==> src/rtl/spectro_acq_core.sv <==
// Multi-channel threshold-triggered acquisition core with ping-pong sample banks and serial frame readout.
// Latency: signal_detected one cycle after the triggering sample_tick; the first frame bit appears with sending_data.
// Backpressure: a completed bank is held in S_HOLD until the reader is idle; triggers seen while holding are dropped and set overflow.
//
// Ports:
//   clk, rst_n         system clock, asynchronous active-low reset
//   sample_tick        strobe: sample ch_data (ch0 in LSBs), advance timestamp
//   shift_tick         strobe: advance serial_out by one bit
//   serial_out         frame bit (timestamp, then ch0..N_CH-1 samples, MSB first)
//   sync_time/sync_ch  markers for timestamp bits / first bit of each channel block
//   signal_detected    trigger pulse; mem_done: bank complete pulse
//   sending_pending    complete bank waiting for the reader; sending_data: frame in progress
//   write_bank/read_bank, state, overflow: status
// Optional feature: define CRC8_FRAME_EN to append a CRC-8 (poly 0x07, init 0) to every frame.
module spectro_acq_core #(
  parameter int N_CH     = 2,
  parameter int SAMPLE_W = 7,
  parameter int DEPTH    = 8,
  parameter int TS_W     = 12,
  parameter int THRESH   = 64
) (
  input  logic                     clk,
  input  logic                     rst_n,
  input  logic                     sample_tick,
  input  logic                     shift_tick,
  input  logic [N_CH*SAMPLE_W-1:0] ch_data,
  output logic                     serial_out,
  output logic                     sync_time,
  output logic                     sync_ch,
  output logic                     signal_detected,
  output logic                     mem_done,
  output logic                     sending_pending,
  output logic                     sending_data,
  output logic                     write_bank,
  output logic                     read_bank,
  output logic [1:0]               state,
  output logic                     overflow
);

  localparam int FRAME_LEN = TS_W + N_CH*DEPTH*SAMPLE_W;
`ifdef CRC8_FRAME_EN
  localparam int TOTAL_LEN = FRAME_LEN + 8;
`else
  localparam int TOTAL_LEN = FRAME_LEN;
`endif
  localparam int IDX_W  = $clog2(TOTAL_LEN);
  localparam int DIDX_W = $clog2(DEPTH);

  typedef enum logic [1:0] {
    S_WAIT = 2'd0,
    S_REC  = 2'd1,
    S_DONE = 2'd2,
    S_HOLD = 2'd3
  } state_t;

  state_t              r_state, w_state_nxt;
  logic [TS_W-1:0]     r_ts;
  logic [DIDX_W-1:0]   r_wr_idx;
  logic                r_write_bank;
  logic                r_sig_det;
  logic                r_ovf;
  logic                r_sending;
  logic [IDX_W-1:0]    r_bit_idx;
  logic [FRAME_LEN-1:0] r_sr;
`ifdef CRC8_FRAME_EN
  logic [7:0]          r_crc;
`endif

  // Sample storage is intentionally not reset.
  logic [SAMPLE_W-1:0] r_mem [2][N_CH][DEPTH];
  logic [TS_W-1:0]     r_ts_bank [2];

  logic                 w_any_ge;
  logic                 w_wr_en;
  logic                 w_capture;
  logic                 w_start;
  logic                 w_set_ovf;
  logic [FRAME_LEN-1:0] w_frame;
  logic                 w_sync_ch;
  logic                 w_bit;

  always_comb begin
    w_any_ge = 1'b0;
    for (int c = 0; c < N_CH; c++) begin
      if (ch_data[c*SAMPLE_W +: SAMPLE_W] >= SAMPLE_W'(THRESH)) w_any_ge = 1'b1;
    end
  end

  always_ff @(posedge clk or negedge rst_n) begin
    if (!rst_n) r_state <= S_WAIT;
    else        r_state <= w_state_nxt;
  end

  always_comb begin
    w_state_nxt = r_state;
    w_wr_en     = 1'b0;
    w_capture   = 1'b0;
    w_start     = 1'b0;
    w_set_ovf   = 1'b0;
    case (r_state)
      S_WAIT: begin
        if (sample_tick && w_any_ge) begin
          w_wr_en     = 1'b1;
          w_capture   = 1'b1;
          w_state_nxt = S_REC;
        end
      end
      S_REC: begin
        if (sample_tick) begin
          w_wr_en = 1'b1;
          if (r_wr_idx == DIDX_W'(DEPTH-1)) w_state_nxt = S_DONE;
        end
      end
      S_DONE: begin
        // The reader's registered busy flag decides; a frame ending this cycle still forces S_HOLD.
        if (!r_sending) begin
          w_start     = 1'b1;
          w_state_nxt = S_WAIT;
        end else begin
          w_state_nxt = S_HOLD;
        end
      end
      S_HOLD: begin
        if (sample_tick && w_any_ge) w_set_ovf = 1'b1;
        if (!r_sending) begin
          w_start     = 1'b1;
          w_state_nxt = S_WAIT;
        end
      end
      default: w_state_nxt = S_WAIT;
    endcase
  end

  always_ff @(posedge clk or negedge rst_n) begin
    if (!rst_n) begin
      r_ts         <= '0;
      r_wr_idx     <= '0;
      r_write_bank <= 1'b0;
      r_sig_det    <= 1'b0;
      r_ovf        <= 1'b0;
    end else begin
      if (sample_tick) r_ts <= r_ts + TS_W'(1);
      if (w_wr_en) r_wr_idx <= (r_wr_idx == DIDX_W'(DEPTH-1)) ? '0 : r_wr_idx + DIDX_W'(1);
      if (w_start) r_write_bank <= ~r_write_bank;
      r_sig_det <= w_capture;
      if (w_set_ovf) r_ovf <= 1'b1;
    end
  end

  always_ff @(posedge clk) begin
    if (w_wr_en) begin
      for (int c = 0; c < N_CH; c++) begin
        r_mem[r_write_bank][c][r_wr_idx] <= ch_data[c*SAMPLE_W +: SAMPLE_W];
      end
    end
    if (w_capture) r_ts_bank[r_write_bank] <= r_ts;
  end

  // Frame image of the bank being handed to the reader (the one just filled).
  always_comb begin
    w_frame = '0;
    w_frame[FRAME_LEN-1 -: TS_W] = r_ts_bank[r_write_bank];
    for (int c = 0; c < N_CH; c++) begin
      for (int d = 0; d < DEPTH; d++) begin
        w_frame[FRAME_LEN-1-TS_W-(c*DEPTH+d)*SAMPLE_W -: SAMPLE_W] = r_mem[r_write_bank][c][d];
      end
    end
  end

`ifdef CRC8_FRAME_EN
  function automatic logic [7:0] crc8_step(input logic [7:0] crc, input logic b);
    logic fb;
    fb = crc[7] ^ b;
    return {crc[6:0], 1'b0} ^ (fb ? 8'h07 : 8'h00);
  endfunction
`endif

  always_ff @(posedge clk or negedge rst_n) begin
    if (!rst_n) begin
      r_sending <= 1'b0;
      r_bit_idx <= '0;
      r_sr      <= '0;
`ifdef CRC8_FRAME_EN
      r_crc     <= '0;
`endif
    end else if (w_start) begin
      r_sending <= 1'b1;
      r_bit_idx <= '0;
      r_sr      <= w_frame;
`ifdef CRC8_FRAME_EN
      r_crc     <= '0;
`endif
    end else if (r_sending && shift_tick) begin
      if (r_bit_idx == IDX_W'(TOTAL_LEN-1)) begin
        r_sending <= 1'b0;
        r_bit_idx <= '0;
      end else begin
        r_bit_idx <= r_bit_idx + IDX_W'(1);
      end
      r_sr <= r_sr << 1;
`ifdef CRC8_FRAME_EN
      // CRC accumulates over data bits, then is shifted out itself.
      if (r_bit_idx < IDX_W'(FRAME_LEN)) r_crc <= crc8_step(r_crc, r_sr[FRAME_LEN-1]);
      else                               r_crc <= {r_crc[6:0], 1'b0};
`endif
    end
  end

  always_comb begin
    w_sync_ch = 1'b0;
    for (int c = 0; c < N_CH; c++) begin
      if (r_bit_idx == IDX_W'(TS_W + c*DEPTH*SAMPLE_W)) w_sync_ch = 1'b1;
    end
  end

`ifdef CRC8_FRAME_EN
  assign w_bit = (r_bit_idx < IDX_W'(FRAME_LEN)) ? r_sr[FRAME_LEN-1] : r_crc[7];
`else
  assign w_bit = r_sr[FRAME_LEN-1];
`endif

  assign serial_out      = r_sending & w_bit;
  assign sync_time       = r_sending & (r_bit_idx < IDX_W'(TS_W));
  assign sync_ch         = r_sending & w_sync_ch;
  assign signal_detected = r_sig_det;
  assign mem_done        = (r_state == S_DONE);
  assign sending_pending = (r_state == S_HOLD);
  assign sending_data    = r_sending;
  assign write_bank      = r_write_bank;
  assign read_bank       = ~r_write_bank;
  assign state           = r_state;
  assign overflow        = r_ovf;

endmodule

==> config.mk <==
export PLATFORM = sky130hd
export DESIGN_NAME = spectro_acq_core
export DESIGN_NICKNAME = d
export VERILOG_FILES = /design/src/rtl/spectro_acq_core.sv
export SDC_FILE = /design/constraint.sdc
export NUM_CORES = 1
export LEC_CHECK = 0
export BUFFER_PORTS_ARGS = -buffer_cell sky130_fd_sc_hd__buf_4
export CAP_MARGIN = 0
export CORE_ASPECT_RATIO = 2
export CORE_MARGIN = 1.5
export CORE_UTILIZATION = 45
export DETAILED_ROUTE_END_ITERATION = 10
export SETUP_SLACK_MARGIN = 0.2
export SYNTH_ARGS = -nofsm -noshare
export SYNTH_HDL_FRONTEND = slang
export SYNTH_SLANG_ARGS = --single-unit
==> constraint.sdc <==
create_clock -name clk -period 3.9 [get_ports clk]
set_clock_uncertainty 0.2 [all_clocks]
set_input_delay 0 -clock clk [delete_from_list [all_inputs] [get_ports clk]]
set_output_delay 0 -clock clk [all_outputs]
set_load 0.01 [all_outputs]
==> results.json <==
{
  "n_antenna_cell": 0,
  "htree_levels": 2,
  "rsz0062_at_grt": "no",
  "p_leak_nw": 6.44,
  "ys_seq_area_share_pct": 70.4,
  "nets": 1285,
  "slowest_stage": "dfrtp_4",
  "final_cell_mix": "257 x nand2_1, 248 x edfxtp_1, 151 x dfrtp_1, 127 x nor2b_1",
  "clock_path_buffers": 3,
  "first_pass_iters": 5,
  "slowest_delay_ps": 720,
  "chipWidth_um": 136,
  "cts_root_buf": "clkbuf_16",
  "rr_endpoint": "r_mem[0][60]",
  "grt_first_pass_wirelength_um": 54000,
  "vias_per_cell": 5.62,
  "worstMarginPinSlew_ps": 804,
  "max_freq_mhz": 396,
  "synthCells": 1236,
  "final_common_cell": "nand2_1",
  "vias": 9741,
  "core_um2": 35000,
  "rrSetupSlack_ps": 1370,
  "clk_latency_ps": 530,
  "syn_area_um2": 16000,
  "ir_worst_vdd_v": 0.000397,
  "yosys.area.top_type": "edfxtp_1",
  "power.share.clock_pct": 38.5,
  "power_density_nw_per_um2": 499,
  "slew_violations": 0,
  "grt_util_all_layers_pct": 19.0,
  "criticalPathCategory": "flop to flop",
  "cts_made_buffers": 35,
  "dpl.cell_count": 1650,
  "syn_avg_cell_area_um2": 12.9,
  "fp-row-count": 97,
  "cap_violations": 0,
  "swShare_pct": 22.9,
  "cp-endpoint": "r_mem[0][60]",
  "critPathMaxFanout": 64,
  "synth_top_area_share_pct": 46.6,
  "synth_nets": 1259,
  "tritoncts_num_sinks": 400,
  "area_delta_synth_final_pct": 12.4,
  "crit_family": "simple AND/OR/NAND/NOR gates",
  "overflow": 0,
  "port_buffers": 29,
  "grt_antenna_before_repair": 0,
  "stdcell_count": 1732,
  "grt_pass1_vias": 10100,
  "crit_buf_inv": 2,
  "dieArea_um2": 36700,
  "outcome": "finished, final reports clean",
  "detail-route-antenna-nets": 0,
  "yosysUniqueCellTypes": 48,
  "hpwl_um": 19300,
  "min_period_ps": 2530,
  "p_seq_share_pct": 55.4,
  "clkSlewWorstSetupHoldPaths_ps": 60,
  "slew_headroom_pct": 46.4,
  "fin_setup_tns_ps": 0,
  "io_pins": 30,
  "reg2reg_from": "write_bank",
  "drt-total-wl_um": 33100,
  "crit_path_end_kind": "flop",
  "ys_dominant_reg_cell": "edfxtp_1",
  "crit_arrival_ps": 2560,
  "async_flop_share_pct": 38.0,
  "min_period_over_period_pct": 64.8,
  "synth.ff_latch_count": 400,
  "setup_viol": 0,
  "yosys-top-cells-area": "edfxtp_1 47%, dfrtp_1 24%, nand2_1 6.1%",
  "p_comb_share_pct": 6.1,
  "ys_warn_count": 0,
  "dp_slack_ps": 1320,
  "setup.worst_path.start": "write_bank",
  "p_int_mw": 6.91,
  "drtIter0Drc": 593,
  "post_cts_resized": 0,
  "cts_tree": "yes",
  "synth_edf_count": 248,
  "setup_slack_ps": 1370,
  "drcViolationCount": 0,
  "finalHoldViolations": 0,
  "hold-worst-slack_ps": 102,
  "worst_setup_path_start_kind": "flop",
  "cp.required_ps": 3930,
  "grt_max_degree": 135,
  "dieHeight_um": 269,
  "power.net_switching_mw": 2.05,
  "wire_per_inst_um": 19.1,
  "start_util_pct": 45.7,
  "path_cells": "inv_1 -> nand2_1 -> nor2_1 -> buf_4",
  "cp.depth": 4,
  "drive_gt1_share_pct": 9.95,
  "postCtsSetupRepairBufs": 0,
  "place.gp.congestion": 0.767,
  "min_path_type": "input pin to flop",
  "reg2reg_depth": 4
}
layout make-up:
| class | count | area [µm²] |
|---|---|---|
| fillers | 3050 | 17000 |
| flip-flops and latches | 400 | 11300 |
| multi-input cells | 740 | 4260 |
| clock buffers | 46 | 980 |
| repair buffers | 81 | 742 |
| well taps | 445 | 557 |
| clock inverters | 16 | 148 |
| inverters | 4 | 15.0 |
tightest hold or removal path, cell delays in order:
cell	delay, ps
dlygate4sd3_1	530
buf_4	170
xor2_1	80
synth_stat cells, types with 2 or more instances:
master / count
nand3_1: 7
nand2b_1: 6
o211ai_1: 2
a211oi_1: 124
mux2i_1: 2
a41o_1: 2
dfrtp_1: 152
and2_1: 3
o21ai_0: 4
nand4b_1: 2
nor3_1: 2
a21oi_1: 4
nand4_1: 6
nor4_1: 5
buf_1: 2
buf_4: 2
mux2_1: 3
nand2_1: 258
ha_1: 5
a31oi_1: 124
xor2_1: 6
edfxtp_1: 248
nor2_1: 19
and3_1: 4
clkbuf_1: 33
and4_1: 2
xnor2_1: 7
buf_2: 41
nor2b_1: 127
buf_6: 13
inv_1: 4
kinds of logic after synthesis:
logic type      count (synthesis)  synth area share, %
compound gates                268                 11.6
xor+xnor                       13                0.713
fa+ha+maj                       5                0.392
buf+inv                        96                 3.24
flops                         400                 70.4
mux                             6                0.407
simple gates                  448                 13.3
power groups by stage:
stage | Clock (mW) | Sequential (mW) | Combinational [mW]
after floorplan | 0 | 4.96 | 0.390
after global placement | 0 | 5.04 | 0.516
after detailed placement | 0 | 5.04 | 0.537
after CTS | 3.54 | 4.96 | 0.556
after global routing | 3.70 | 5.00 | 0.626
final | 3.45 | 4.97 | 0.543
per-stage QoR:
stage               instance area, µm²  util (%)  power [mW]
finish                           18000      51.4        8.96
global route                     18000      51.4        9.33
CTS                              18000      51.4        9.06
detailed placement               16600      47.5        5.58
global placement                 16600      47.5        5.55
floorplan                        16000         -        5.35
flip-flops by register name (all words and copies together) (netlist names):
name / cells
r_mem: 224
r_sr: 124
r_ts_bank: 24
r_ts: 12
r_bit_idx: 7
r_wr_idx: 3
state: 2
overflow: 1
sending_data: 1
signal_detected: 1
write_bank: 1
per-layer routing:
| layer | vias to the layer above | wire length [µm] | GRT usage [%] |
|---|---|---|---|
| met5 | - | 0 | 0 |
| met4 | 0 | 1070 | 6.86 |
| li1 | 4567 | - | - |
| met1 | 4978 | 12900 | 22.3 |
| met2 | 140 | 18200 | 34.9 |
| met3 | 56 | 871 | 2.22 |
what timing repair did:
action,4_1_cts,5_1_grt
setup endpoints to repair,0,0
hold buffers,20,0
hold endpoints to repair,417,0
worst min path at each step:
stage / startpoint / cells after the start / endpoint / slack, ps
floorplan: rst_n / 0 / overflow / -500
global placement: rst_n / 1 / r_sr[106] / -150
detailed placement: rst_n / 1 / r_sr[106] / -150
CTS: sample_tick / 3 / r_ts[0] / 70
global route: shift_tick / 3 / r_bit_idx[3] / 130
finish: sample_tick / 3 / r_ts[0] / 100
Power figures use the tool's default switching activity.
